File: config.mk
export PLATFORM = sky130hd
export DESIGN_NAME = alu_issue_stage
export DESIGN_NICKNAME = d
export VERILOG_FILES = /design/src/rtl/alu_issue_stage.sv
export SDC_FILE = /design/constraint.sdc
export NUM_CORES = 1
export LEC_CHECK = 0
export ABC_AREA = 1
export ABC_CLOCK_PERIOD_IN_PS = 1400
export CELL_PAD_IN_SITES_DETAIL_PLACEMENT = 0
export CELL_PAD_IN_SITES_GLOBAL_PLACEMENT = 2
export CORE_AREA = 3 3 166 168
export DETAILED_ROUTE_END_ITERATION = 12
export DIE_AREA = 0 0 169 171
export PLACE_DENSITY = 0.82
export SYNTH_ARGS = -nofsm -noshare
export SYNTH_HDL_FRONTEND = slang
export SYNTH_SLANG_ARGS = --single-unit
File: constraint.sdc
create_clock -name clk -period 1.4 [get_ports clk]
set_input_delay 0.14 -clock clk [delete_from_list [all_inputs] [get_ports clk]]
set_output_delay 0.14 -clock clk [all_outputs]
set_load 0.02 [all_outputs]
File: src/rtl/alu_issue_stage.sv
// alu_issue_stage: execute-stage front end.
// Registers one decoded instruction per handshake into a two-entry elastic
// buffer (head + skid), decodes aluop/funct into the ALU op code, and selects
// and extends the operands. The head entry drives the ALU inputs directly.
// Optional build macro: ALU_ISSUE_FORWARD_EN enables result forwarding at accept.
//
// state | meaning
// ------+---------------------------------------------
// EMPTY | no entry held, out_valid low
// ONE   | head entry valid, skid entry unused
// FULL  | head and skid both valid, in_ready low
module alu_issue_stage #(
    parameter int W     = 32,
    parameter int IMM_W = 16
) (
    input  logic             clk,
    input  logic             rst_n,
    input  logic             in_valid,
    output logic             in_ready,
    input  logic [1:0]       aluop,
    input  logic [5:0]       funct,
    input  logic [W-1:0]     rs_val,
    input  logic [W-1:0]     rt_val,
    input  logic [4:0]       rs_addr,
    input  logic [4:0]       rt_addr,
    input  logic [IMM_W-1:0] imm,
    input  logic             alusrc,
    input  logic [4:0]       dest,
    input  logic             flush,
    input  logic             res_valid,
    input  logic [4:0]       res_dest,
    input  logic [W-1:0]     res_data,
    output logic             out_valid,
    input  logic             out_ready,
    output logic [W-1:0]     alu_a,
    output logic [W-1:0]     alu_b,
    output logic [2:0]       alu_op,
    output logic [4:0]       out_dest,
    output logic             illegal
);

    localparam logic [1:0] EMPTY = 2'd0;
    localparam logic [1:0] ONE   = 2'd1;
    localparam logic [1:0] FULL  = 2'd2;

    localparam logic [2:0] OP_ADD = 3'b000;
    localparam logic [2:0] OP_SUB = 3'b011;
    localparam logic [2:0] OP_AND = 3'b100;
    localparam logic [2:0] OP_OR  = 3'b010;
    localparam logic [2:0] OP_SLT = 3'b111;

    logic [1:0]   state;

    logic [W-1:0] head_a;
    logic [W-1:0] head_b;
    logic [2:0]   head_op;
    logic [4:0]   head_dest;
    logic         head_ill;

    logic [W-1:0] skid_a;
    logic [W-1:0] skid_b;
    logic [2:0]   skid_op;
    logic [4:0]   skid_dest;
    logic         skid_ill;

    logic [W-1:0] src_a;
    logic [W-1:0] src_b;
    logic [W-1:0] ext_imm;
    logic [W-1:0] new_a;
    logic [W-1:0] new_b;
    logic [2:0]   new_op;
    logic         new_ill;

    logic         accept;
    logic         pop;

    // in_ready depends only on registered state, never on out_ready.
    assign in_ready  = (state != FULL);
    assign out_valid = (state != EMPTY);
    assign accept    = in_valid && in_ready;
    assign pop       = out_valid && out_ready;

    assign alu_a    = head_a;
    assign alu_b    = head_b;
    assign alu_op   = head_op;
    assign out_dest = head_dest;
    assign illegal  = head_ill;

    // Decode aluop/funct into the ALU op; unknown R-type funct flags illegal.
    always_comb begin
        new_op  = OP_ADD;
        new_ill = 1'b0;
        case (aluop)
            2'b00: new_op = OP_ADD;
            2'b01: new_op = OP_SUB;
            2'b11: new_op = OP_OR;
            default: begin
                case (funct)
                    6'b100000, 6'b100001: new_op = OP_ADD;
                    6'b100010, 6'b100011: new_op = OP_SUB;
                    6'b100100:            new_op = OP_AND;
                    6'b100101:            new_op = OP_OR;
                    6'b101010:            new_op = OP_SLT;
                    default: begin
                        new_op  = OP_ADD;
                        new_ill = 1'b1;
                    end
                endcase
            end
        endcase
    end

`ifdef ALU_ISSUE_FORWARD_EN
    // Replace register values with the retiring result; register 0 is never forwarded.
    always_comb begin
        src_a = rs_val;
        src_b = rt_val;
        if (res_valid && (res_dest != 5'd0) && (res_dest == rs_addr))
            src_a = res_data;
        if (res_valid && (res_dest != 5'd0) && (res_dest == rt_addr))
            src_b = res_data;
    end
`else
    logic fwd_unused;
    assign fwd_unused = ^{res_valid, res_dest, res_data, rs_addr, rt_addr};

    // Forwarding disabled: operands come straight from the register file.
    always_comb begin
        src_a = rs_val;
        src_b = rt_val;
    end
`endif

    // Operand selection; ori zero-extends its immediate, everything else sign-extends.
    always_comb begin
        if (aluop == 2'b11)
            ext_imm = {{(W-IMM_W){1'b0}}, imm};
        else
            ext_imm = {{(W-IMM_W){imm[IMM_W-1]}}, imm};
        new_a = src_a;
        new_b = alusrc ? ext_imm : src_b;
    end

    // Occupancy state machine.
    always_ff @(posedge clk) begin
        if (!rst_n || flush) begin
            state <= EMPTY;
        end else begin
            case (state)
                EMPTY: if (accept) state <= ONE;
                ONE: begin
                    if (accept && !pop)
                        state <= FULL;
                    else if (pop && !accept)
                        state <= EMPTY;
                end
                FULL: if (pop) state <= ONE;
                default: state <= EMPTY;
            endcase
        end
    end

    // Head entry: loaded from the new instruction or promoted from the skid entry.
    always_ff @(posedge clk) begin
        if (!rst_n || flush) begin
            head_a    <= '0;
            head_b    <= '0;
            head_op   <= OP_ADD;
            head_dest <= '0;
            head_ill  <= 1'b0;
        end else if ((state == EMPTY && accept) || (state == ONE && accept && pop)) begin
            head_a    <= new_a;
            head_b    <= new_b;
            head_op   <= new_op;
            head_dest <= dest;
            head_ill  <= new_ill;
        end else if (state == FULL && pop) begin
            head_a    <= skid_a;
            head_b    <= skid_b;
            head_op   <= skid_op;
            head_dest <= skid_dest;
            head_ill  <= skid_ill;
        end
    end

    // Skid entry: captures an accept that arrives while the head is stalled.
    always_ff @(posedge clk) begin
        if (!rst_n || flush) begin
            skid_a    <= '0;
            skid_b    <= '0;
            skid_op   <= OP_ADD;
            skid_dest <= '0;
            skid_ill  <= 1'b0;
        end else if (state == ONE && accept && !pop) begin
            skid_a    <= new_a;
            skid_b    <= new_b;
            skid_op   <= new_op;
            skid_dest <= dest;
            skid_ill  <= new_ill;
        end
    end

endmodule

==> results of run 1 <==
## layer usage
| layer | share of wire (%) | up-vias |
|---|---|---|
| li1 | - | 3290 |
| met1 | 48 | 2954 |
| met2 | 45 | 173 |
| met3 | 6.8 | 6 |
| met4 | 0.47 | 0 |
| met5 | 0 | - |
## stage by stage
stage | instance area, um2 | cells | hold WS [ns]
finish | 9620 | 1412 | 0.338
floorplan | 6270 | 867 | 0.315
global route | 9620 | 1412 | 0.344
global placement | 8780 | 1368 | 0.433
detailed placement | 8780 | 1368 | 0.437
CTS | 9290 | 1401 | 0.324
## report_power, final
part / internal [uW] / switching [uW] / total [uW]
registers: 4330 / 60.4 / 4390
logic: 729 / 809 / 1540
clock network: 2310 / 2010 / 4320
## final timing paths
| kind | end | slack, ns | cells past startpoint | startpoint |
|---|---|---|---|---|
| hold / removal | skid_b[28]$_SDFFE_PP0P_ | 0.34 | 3 | rt_val[28] |
| hold reg to reg | skid_a[30]$_SDFFE_PP0P_ | 0.44 | 2 | skid_a[30]$_SDFFE_PP0P_ |
| setup reg to reg | alu_a[9]$_SDFFE_PP0P_ | 0.02 | 6 | state[1]$_SDFFE_PP0P_ |
| setup / recovery | alu_a[9]$_SDFFE_PP0P_ | 0.02 | 6 | state[1]$_SDFFE_PP0P_ |
## sequential cells by signal (all words and copies together) (netlist names)
signal	cells
alu_a	32
alu_b	32
skid_a	32
skid_b	32
out_dest	5
skid_dest	5
alu_op	3
skid_op	3
state	2
illegal	1
skid_ill	1
## final cells by class
cell class              instances  area (um2)
repair buffers                245        2590
clock buffers                  18         429
flip-flops and latches        148        2970
clock inverters                14         114
multi-input cells             586        2850
well taps                     335         419
inverters                      66         255
fillers                      2772       16400
## tightest hold or removal path: stages
cell	delay, ns
clkdlybuf4s50_1	0.40
nand2_1	0.08
a31oi_1	0.08
## kinds of logic after synthesis
family | Yosys count | synth area share (%)
flops | 148 | 47.2
fa+ha+maj | 1 | 0.199
compound gates | 324 | 26.6
buf+inv | 134 | 9.70
simple gates | 260 | 16.2
## cells in the final DEF (no fill, tap or decap), types with 2 or more instances in the layout
master	instances
nand2_1	207
dfxtp_1	146
a21oi_1	106
o21ai_1	98
clkdlybuf4s50_1	98
dlygate4sd2_1	73
o21ai_0	68
inv_1	62
buf_4	38
a31oi_1	35
nor2_1	29
clkbuf_16	24
buf_12	20
nand3_1	14
o21ai_2	11
inv_6	9
buf_6	5
nand2_4	4
clkinvlp_4	4
nor2_4	3
a21oi_2	3
inv_2	2
a31oi_2	2
buf_2	2
## timing repair
item                                    CTS  global route
pin swaps                                 1             2
endpoints found under the setup margin  100           102
cloned                                    1             9
setup buffers                             0             2
resized for setup                        91            72
==> metrics.csv, run 1 <==
metric,value,unit
status,completed,
cp-end-kind,flip-flop,
period_share,98.7,%
wl,21.9,mm
final.setup_skew,0.0116,ns
finalSetupViolations,0,
worstSetupPathType,reg2reg,
finalSetupTns,0,ns
dr.pass1.iters,4,
yosysWarningCount,0,
drc,0,
met2_usage,21.5,%
cts.reportedPaths.clkPinSlew,0.07,ns
cts_tree,built,
gr-usage-met3,4.62,%
ys_top_cells_by_area,"dfxtp_1 47%, nand2_1 12%, o21ai_0 8.8%, a21oi_1 8.7%, o21ai_1 5.3%",
drive_above_1_share,12.9,%
gp_congestion,0.739,
vias_per_cell,4.55,
hold_buffers,0,
yosys.area.top_type,dfxtp_1,
worstMarginPinSlew,0.373,ns
dieArea,0.0289,mm2
fp.dieW,169,um
yosysSeqAreaShare,47.2,%
synth_edf_count,0,
async_reset_ff_share,0,%
rows,59,
ys_types,21,
synth-seq-cells,148,
finalPower,10200,uW
grt.total_usage,14.0,%
fin_crit,1.38,ns
hold_class,in2reg,
gr-usage-met1,19.5,%
yosys-top-cells-count,"207 x nand2_1, 148 x dfxtp_1, 110 x o21ai_0",
finalHoldViolCount,0,
cts_buffer_depth,2,
yosysMostFrequentCell,nand2_1,
netlist_instances,867,
cap_viol_max_count,0,
core_area,0.0261,mm2
fp.dieH,171,um
relSlewSlack,74.9,%
grt_pass1_wl,32.6,mm
postSynthAreaPerCell,7.23,um2
area_delta_synth_final,53.5,%
vias,6423,
critPathMaxFanout,27,
leakage,0.00388,uW
grt_pass1_vias,5958,
cpPeakStageDelay,0.33,ns
fin_nets,1212,
synth_flop_cell,dfxtp_1,
io_pins,222,
dp_hpwl,13.6,mm
powerDensity,1060,mW/mm2
finalCoreUtilization,36.9,%
overflow,0,
cts_sinks,148,
vdd_drop_max,0.561,mV
pre_cts_slack,-0.315,ns
drv_slew,0,
max_freq,723,MHz
cp_cell_sequence,"buf_6, nor2_4, nand2_4, buf_16, o21ai_1, a21oi_1",
syn-cell-area,0.00627,mm2
cp_data_arrival_time,1.68,ns
cp_top_family,simple AND/OR/NAND/NOR gates,
htreeDepth,4,
yosysTopAreaCellShare,47.2,%
cp_slowest_cell,dfxtp_2,
worst_slack,0.0175,ns
grt_max_degree,63,
syn_nets,1015,
antenna_left,0,
path_buf_inv,2,
numCtsBuffers,17,
drtIter0Drc,379,
cts-root-buf,clkbuf_16,
clock_latency,0.42,ns
critPathRequiredTime,1.70,ns
io_buffers,173,
start_util,24.1,%
n_antenna_cell,0,
grt.busiest_layer,met2,
antenna_found_initial,0,
start_kind,flip-flop,
rsz0062_at_grt,true,
routedWlPerCell,15.5,um
No activity file was read; power rests on OpenSTA's default activity.
==> inputs of run 2 (changes only) <==
PLACE_DENSITY = not set   (was 0.82)
PLACE_DENSITY_LB_ADDON = 0.25   (was not set)
==> run 2 against run 1 <==
Clock skew decreased by 0.0011 ns. Register-to-register slack barely moved. Sequential share of layout area is 0.33 points higher. Clock power is 2% higher. Cell area is 0.98% lower. Cell count is 0.64% lower. Count of clock-buffer cells in the layout is the same. Critical path type is now in2reg. Core utilization down 0.36 points. First-iteration DRC count fell by 30%. Largest power group is now clock. Sequential cell count unchanged. Fmax grew 0.99%. Wire length down 2.8%. Critical endpoint is now skid_a[0]$_SDFFE_PP0P_.
==> metrics.csv, run 2 (synthesis results as in run 1) <==
metric,value,unit
drtIter0Drc,265,
status,completed,
max_freq,731,MHz
grt_pass1_vias,5981,
io_pins,222,
dieArea,0.0289,mm2
antenna_found_initial,0,
finalSetupTns,0,ns
final_cell_mix,"205 x nand2_1, 146 x dfxtp_1, 104 x a21oi_1",
fin_nets,1202,
io_buffers,173,
vias,6307,
worstMarginPinSlew,0.308,ns
grt_pass1_wl,33.2,mm
clock_latency,0.43,ns
critPathMaxFanout,16,
reg2regPathDepth,6,
cts_buffer_depth,2,
hold_slack,0.303,ns
critPathRequiredTime,1.71,ns
cp-end-kind,flip-flop,
rows,59,
cts.reportedPaths.clkPinSlew,0.08,ns
overflow,0,
antenna_left,0,
cts_sinks,148,
dr.pass1.iters,5,
start_kind,primary input,
cap_viol_max_count,0,
numCtsBuffers,17,
drc,0,
fp.dieH,171,um
drive_above_1_share,14.2,%
routedWlPerCell,15.2,um
final_common_cell,nand2_1,
period_share,97.8,%
fin_crit,1.37,ns
worst_slack,0.0311,ns
finalSetupViolations,0,
r2r_slack,0.03,ns
fp.dieW,169,um
final.setup_skew,0.0105,ns
hold_depth,3,
nFillCells,2863,
htreeDepth,4,
worstReg2RegStart,state[0]$_SDFFE_PP0P_,
hold_class,in2reg,
r2r_end,skid_a[0]$_SDFFE_PP0P_,
cts_tree,built,
pre_cts_slack,-0.330,ns
hold_buffers,0,
min_from,rt_val[24],
area_delta_synth_final,52.0,%
vias_per_cell,4.50,
worstSetupPathType,in2reg,
gp_congestion,0.724,
cp_data_arrival_time,1.68,ns
cts-root-buf,clkbuf_16,
finalCoreUtilization,36.6,%
core_area,0.0261,mm2
powerDensity,1080,mW/mm2
drv_slew,0,
wl,21.3,mm
dp_hpwl,13.9,mm
relSlewSlack,79.2,%
start_util,24.1,%
grt.total_usage,14.5,%
finalHoldViolCount,0,
grt_max_degree,46,
vdd_drop_max,0.590,mV
rsz0062_at_grt,true,
holdPathEnd,skid_b[24]$_SDFFE_PP0P_,
leakage,0.00381,uW
run 2: changes by cell type in the layout (fill, tap and decap cells not counted), sizes merged:
cell,before,now
clkbuf,25,20
inv,74,73
nand2,212,211
buf,67,63
clkinvlp,4,5
diode,0,1
run 2: cell type report:
cell class | count | area [um2] | share of cell area, %
Antenna cell | 1 | 2.50 | 0.0263
Clock buffer | 18 | 439 | 4.61
Clock inverter | 14 | 121 | 1.27
Inverter | 66 | 253 | 2.65
Multi-Input combinational cell | 585 | 2910 | 30.5
Sequential cell | 148 | 2970 | 31.2
Tap cell | 335 | 419 | 4.40
Timing Repair Buffer | 236 | 2420 | 25.4
run 2: critical path, cell delays in order:
cell	delay, ns
clkdlybuf4s50_1	0.52
inv_1	0.14
nand2_4	0.09
nor3_4	0.24
inv_2	0.11
buf_4	0.20
o21ai_0	0.17
a21oi_1	0.06
run 2: metrics by stage:
stage | instances | total power, uW | area [um2]
global placement | 1363 | 5940 | 8660
CTS | 1397 | 10400 | 9210
detailed placement | 1363 | 5930 | 8660
global route | 1402 | 10800 | 9530
finish | 1403 | 10300 | 9530
floorplan | 867 | 5130 | 6270
run 2: how the worst max path moves through the flow:
stage | cells after the start | end | slack, ns | from
2_1_floorplan | 7 | state[1]$_SDFFE_PP0P_ | 0.10 | state[0]$_SDFFE_PP0P_
3_3_place_gp | 7 | alu_b[24]$_SDFFE_PP0P_ | -0.28 | in_valid
3_5_place_dp | 7 | alu_b[18]$_SDFFE_PP0P_ | -0.33 | in_valid
4_1_cts | 7 | out_dest[0]$_SDFFE_PP0P_ | -0.0001 | state[0]$_SDFFE_PP0P_
5_1_grt | 6 | skid_a[3]$_SDFFE_PP0P_ | -0.06 | state[0]$_SDFFE_PP0P_
6_report | 8 | skid_a[0]$_SDFFE_PP0P_ | 0.03 | out_ready
run 2: power by group:
part | leakage [uW] | switching, uW | internal (uW)
Sequential | 0.00120 | 60.3 | 4320
Combinational | 0.00235 | 780 | 685
Clock | 0.000260 | 2040 | 2370
run 2: metal layers:
metal | part of all wire [%] | GRT usage (%) | up-vias
met5 | 0 | 0 | -
met4 | 1.1 | 3.25 | 0
met3 | 5.9 | 4.32 | 12
met2 | 44 | 22.6 | 157
met1 | 49 | 20.0 | 2868
li1 | - | - | 3270
run 2: repair_timing:
action                     4_1_cts  5_1_grt
setup buffers                    0        3
gates cloned                     2        2
setup endpoints to repair      139      124
pin swaps                        0       12
resized for setup               89      127
==> inputs of run 3 (changes only) <==
CAP_MARGIN = 40   (was not set)
SETUP_SLACK_MARGIN = 0.5   (was not set)
==> run 3 against run 2 <==
The run now ends with setup timing left. Count of clock-buffer cells in the layout unchanged. Wire length increased by 7.2%. Fmax shrank 2.2%. Sequential power increased by 1%. Cell area up 9.7%. Setup slack worse by 0.031 ns. Worst hold slack better by 0.035 ns. Sequential share of layout area shrank 1.9 points. Cell count is 1.9% higher. Global-route usage is 0.29 points higher.
==> metrics.csv, run 3 (synthesis results as in run 1) <==
metric,value,unit
status,"finished, violations left",
failed_checks,setup timing,
area_delta_synth_final,66.7,%
final_cell_mix,"193 x nand2_1, 108 x o21ai_1, 104 x a21oi_1",
critPathMaxFanout,6,
cts_sinks,148,
antenna_found_initial,0,
p_int,7800,uW
drive_above_1_share,32.0,%
cap_viol_max_count,0,
grt_pass1_wl,33.7,mm
worstMarginPinSlew,0.293,ns
cts_buffer_depth,2,
vdd_drop_max,0.702,mV
finalHoldViolCount,0,
drv_slew,0,
dieArea,0.0289,mm2
fp.dieH,171,um
fin_nets,1230,
antenna_left,0,
pre_cts_slack,-0.237,ns
cp_slowest_cell,dfxtp_4,
cp-end-kind,flip-flop,
gp_congestion,0.704,
dr.pass1.iters,6,
worst_slack,-0.000325,ns
switching_share,27.6,%
fp.dieW,169,um
cts.reportedPaths.clkPinSlew,0.06,ns
powerDensity,1030,mW/mm2
grt.total_usage,14.8,%
rows,59,
grt_max_degree,61,
path_buf_inv,3,
cp_top_family,buffers and inverters,
start_util,24.1,%
dp_hpwl,14.0,mm
crit_path_frequent_cell,buf_6,
final.setup_skew,0.0117,ns
fin_crit,1.40,ns
wl,22.8,mm
io_buffers,173,
clockPowerShare,43.3,%
finalSetupViolations,1,
finalSetupTns,-0.000325,ns
vias,6397,
io_pins,222,
rsz0062_at_grt,true,
start_kind,flip-flop,
hold_class,in2reg,
drc,0,
clock_latency,0.42,ns
vias_per_cell,4.47,
max_freq,714,MHz
finalPower,10800,uW
worstSetupPathType,reg2reg,
cp_cell_sequence,"nand2_4, nor3_4, buf_6, buf_6, clkbuf_16, o21ai_2, a31oi_1",
final_common_cell,nand2_1,
drtIter0Drc,240,
grt_pass1_vias,6094,
critPathRequiredTime,1.74,ns
core_area,0.0261,mm2
dpl_cell_area,0.00876,mm2
n_antenna_cell,0,
cts-root-buf,clkbuf_16,
routedWlPerCell,16.0,um
overflow,0,
numCtsBuffers,17,
final_area,0.0105,mm2
period_share,100,%
p_sw,2980,uW
htreeDepth,4,
cp_data_arrival_time,1.74,ns
leakage,0.00404,uW
cpPeakStageDelay,0.39,ns
combPwrFrac,15.6,%
p_seq_share,41.1,%
cts_tree,built,
relSlewSlack,80.5,%
[run 3: layout make-up]
cell class	instances	area, um2
Clock inverter	14	141
Timing Repair Buffer	264	3110
Tap cell	335	419
Sequential cell	148	3060
Fill cell	2728	15600
Clock buffer	18	450
Inverter	66	277
Multi-Input combinational cell	585	2990
[run 3: power by group through the flow]
stage                     sequential [uW]  clock, uW  combinational [uW]
after floorplan                      4590          0                 578
after global placement               4490          0                1480
after detailed placement             4480          0                1480
final                                4430       4670                1680
after CTS                            4420       4810                1590
after global routing                 4440       4970                1830
[run 3: path summary, 6_finish.rpt]
path,from,to,slack [ns],depth (start not counted)
min,rt_val[18],skid_b[18]$_SDFFE_PP0P_,0.34,3
max reg2reg,state[0]$_SDFFE_PP0P_,skid_b[29]$_SDFFE_PP0P_,-0.0003,7
max,state[0]$_SDFFE_PP0P_,skid_b[29]$_SDFFE_PP0P_,-0.0003,7
min reg2reg,skid_b[13]$_SDFFE_PP0P_,skid_b[13]$_SDFFE_PP0P_,0.45,2
[run 3: tightest hold or removal path, stage by stage]
cell and delay (ns):
clkdlybuf4s50_1 0.39, nand2_1 0.10, a31oi_1 0.08
[run 3: routing by layer]
layer,vias up,GRT usage (%),part of all wire (%)
li1,3332,-,-
met1,2902,20.0,48
met2,148,23.4,45
met3,15,4.11,5.4
met4,0,3.95,1.1
met5,-,0,0
[run 3: per-stage QoR]
step / std cells / utilization, % / hold WS, ns
after floorplan: 867 / - / 0.305
after global placement: 1370 / 33.6 / 0.435
after detailed placement: 1370 / 33.6 / 0.440
after CTS: 1416 / 37.6 / 0.327
after global routing: 1430 / 40.1 / 0.362
final: 1430 / 40.1 / 0.338
[run 3: timing repair]
item                                   in CTS  in global routing
setup endpoints to repair                 223                223
hold buffers                                0                  0
gates cloned                                5                 13
endpoints found under the hold margin       0                  0
pin swaps                                   4                  7
resized for setup                         539                116
setup buffers                               9                  1
==> RTL edit 1 (config.mk and constraints of run 3) <==
Build with the macro `ALU_ISSUE_FORWARD_EN` defined.
--- a/src/rtl/alu_issue_stage.sv
+++ b/src/rtl/alu_issue_stage.sv
@@ -9,6 +9,8 @@
 // EMPTY | no entry held, out_valid low
 // ONE   | head entry valid, skid entry unused
 // FULL  | head and skid both valid, in_ready low
+`define ALU_ISSUE_FORWARD_EN
+
 module alu_issue_stage #(
     parameter int W     = 32,
     parameter int IMM_W = 16
Behaviour: not the same (a bounded check fails within 4 cycles, from zero or initial values).
==> RTL edit 1 against run 3 <==
  * The flow still finishes with violations (setup timing)
  * First-iteration DRC count rose by 120%
  * Core utilization rose by 14 points
  * Worst setup slack got worse by 0.23 ns
  * Power rose by 17%
  * Via count rose by 38%
  * Synthesized area rose by 21%
  * Final cell count rose by 31%
  * Sequential cell count did not move
  * Hold slack improved by 0.038 ns
  * Final area rose by 36%
  * Wire length rose by 47%
  * Largest power group unchanged
==> RTL edit 1: results (changes against run 3) <==
[logic_synthesis]
synth-seq-area-share_pct=38.9  ; -8.3 points
synthAdderAreaFrac_pct=0.164  ; -0.035 points
synth_area_leaders=dfxtp_1, nand2_1, inv_1
synth-compound-area-share_pct=22.4  ; -4.2 points
ys_types=31  ; +48%

[finish]
nonClkBufAreaFrac_pct=33.2  ; +3.4 points
syn_to_final_growth_pct=86.8
n_all_buffers=407  ; +54%
clk_share_pct=4.55  ; -1.1 points
nClkBuffers=19  ; +1

[power]
p_leak_uw=0.00655  ; +62%
ir_worst_vdd_mv=0.710  ; +1.2%

[sta]
hold_ws_ns=0.376  ; +0.0382 ns
setup_slack_ns=-0.234  ; -0.234 ns
finalSetupTns_ns=-20.89  ; -20.89 ns
setup_viol=150  ; +149

[grt]
grt_use_met2_pct=34.8  ; +11 points
grt_max_degree=54  ; -11%
antenna_found_initial=1  ; +1

[detailed_routing]
via_count=8844  ; +38%
drtPass1Iterations=4  ; -2
drtIter0Drc=523  ; +120%
wl_per_cell_um=18.0  ; +13%
wl_met1_um=15600  ; +41%

[critical_path]
cp.arrival_ns=1.95  ; +0.21 ns
worst_r2r_endpoint=skid_b[4]
max_stage_delay_ns=0.36  ; -0.03 ns

[placement]
gp_congestion=0.800  ; +14%
placed_area_um2=11100  ; +27%
port_buffers=221  ; +28%

[outcome]
violations=setup timing
status=finished with violations

[RTL edit 1: changes by cell type in the layout (fill, tap and decap cells not counted), moves of 15 or more]
cell,delta
a21oi_1,-41
a21oi_2,+36
a31oi_1,-38
buf_4,+47
buf_6,+25
clkdlybuf4s50_1,+37
inv_1,+139
nand2_1,-24
nand3_1,+51
nand3_2,+29
nor2_1,+39
nor2_4,+15
o211ai_1,+31
o21ai_1,-26
[RTL edit 1: worst max-delay path by stage]
stage / from / to / slack, ns / cells after the start
global route: state[0] / alu_a[28] / -0.31 / 11
detailed placement: res_dest[3] / skid_b[11] / -0.71 / 14
finish: state[0] / skid_b[4] / -0.23 / 9
CTS: state[0] / alu_a[2] / -0.17 / 11
floorplan: state[0] / alu_a[2] / -0.03 / 10
global placement: res_dest[3] / skid_b[11] / -0.71 / 14
[RTL edit 1: power by group]
part           internal [uW]  total [uW]  switching (uW)
clock network           3210        5190            1980
logic                   1540        3040            1500
registers               4340        4430            92.0
==> RTL edit 2 (config.mk and constraints of run 3) <==
Made on the original files. `W`: 32 -> 40.
--- a/src/rtl/alu_issue_stage.sv
+++ b/src/rtl/alu_issue_stage.sv
@@ -10,7 +10,7 @@
 // ONE   | head entry valid, skid entry unused
 // FULL  | head and skid both valid, in_ready low
 module alu_issue_stage #(
-    parameter int W     = 32,
+    parameter int W     = 40,
     parameter int IMM_W = 16
 ) (
     input  logic             clk,
Ports: changed (5 resized); port bits go from 222 to 262. The function was not compared with the original's and may differ.
==> RTL edit 2 against run 3 <==
  * Power is 11% higher
  * Synthesized area increased by 22%
  * Worst setup slack improved by 0.0010 ns
  * Wire length up 17%
  * Sequential share of layout area increased by 0.95 points
  * Final area rose by 18%
  * Core utilization rose by 7.2 points
  * Sequential cell count increased by 32
==> RTL edit 2: results (changes against run 3) <==
[grt]
grt_max_degree=56  ; -8.2%
met3_usage_pct=3.58  ; -0.53 points
antenna_found_initial=1  ; +1
grt_pass1_vias=7285  ; +20%
grt_pass1_wl_um=40100  ; +19%
use_met1_pct=23.4  ; +3.4 points

[detailed_routing]
wl_per_cell_um=15.6  ; -2.5%
dr.max_layer_used=met5
wl_met2_um=12800  ; +24%
vias_per_cell=4.62  ; +3.3%
dr_wl_met3_um=1310  ; +6.1%
drtIter0Drc=419  ; +75%
routed_wl_um=26700  ; +17%
wl_met1_um=12400  ; +12%

[finish]
multi_input_cells=759  ; +30%
seq_share_pct=30.2  ; +0.95 points
multi_input_area_share_pct=28.4  ; -0.28 points
nonClkBufAreaFrac_pct=30.1  ; +0.29 points
nClkBuffers=20  ; +2
drive_above_1_share_pct=27.2  ; -4.7 points
design.seq.count=180  ; +22%
n_antenna_cell=0  ; unchanged
fillerInstances=2627  ; -3.7%
clk_share_pct=4.70  ; -0.97 points
nets=1543  ; +25%
n_all_inverters=98  ; +48%

[logic_synthesis]
synth_flop_cell=dfxtp_1
synth_common_cells=nand2_1, dfxtp_1, o21ai_0, nor2_1, inv_1
synthCells=1116  ; +29%
syn_nets=1288  ; +27%
ys_types=23  ; +9.5%
synth_top_area_share_pct=47.0  ; -0.26 points
synth-seq-area-share_pct=47.0  ; -0.26 points

[placement]
gp_congestion=0.736  ; +4.5%
hpwl_um=15700  ; +11%
dpl.cell_count=1634  ; +19%
place_ws_ns=-0.313  ; -0.0767 ns
port_buffers=205  ; +18%

[cts]
cts.reportedPaths.clkPinSlew_ns=0.08  ; +0.02 ns
worstSkewPairLatency_ns=0.43

[critical_path]
cp_max_fo=4  ; -2
cp.arrival_ns=1.71  ; -0.03 ns
critPathTopFamily=buffers and inverters
max_stage_delay_ns=0.37  ; -0.02 ns

[sta]
skew_ns=0.0131  ; +0.00149 ns
worst_pin_slew_ns=0.303  ; +0.0101 ns

[power]
power_frac_comb_pct=15.8  ; +0.2 points
ir_worst_vdd_mv=0.627  ; -11%
p_seq_share_pct=44.5  ; +3.4 points
p_leak_uw=0.00543  ; +34%

[outcome]
status=complete, no violations

## RTL edit 2: cells by family after synthesis
group,count (synthesis),share of synthesized area [%]
flip-flops,180,47.0
buffers and inverters,177,9.90
AO/OA/AOI/OAI,240,16.4
adder cells (fa/ha/maj),1,0.163
AND/OR/NAND/NOR,518,26.6
## RTL edit 2: timing repair
item,4_1_cts,5_1_grt
endpoints found under the setup margin,271,271
buffers inserted,17,18
resized for setup,693,77
gates cloned,9,9
pin swaps,8,16
hold buffers,0,0
## RTL edit 2: worst paths after layout
path / startpoint / to / slack, ns / depth (start not counted)
worst max-delay path: state[1] / illegal / 0.0007 / 9
worst min-delay path: rt_val[30] / skid_b[30] / 0.29 / 3
worst min register to register: skid_b[14] / skid_b[14] / 0.45 / 2
worst max register to register: state[1] / illegal / 0.0007 / 9
## RTL edit 2: through the flow
stage	area, um^2	total power [uW]
after floorplan	7740	6180
after global placement	10400	7040
after detailed placement	10400	7040
after CTS	11800	12000
after global routing	12300	12600
final	12300	12000
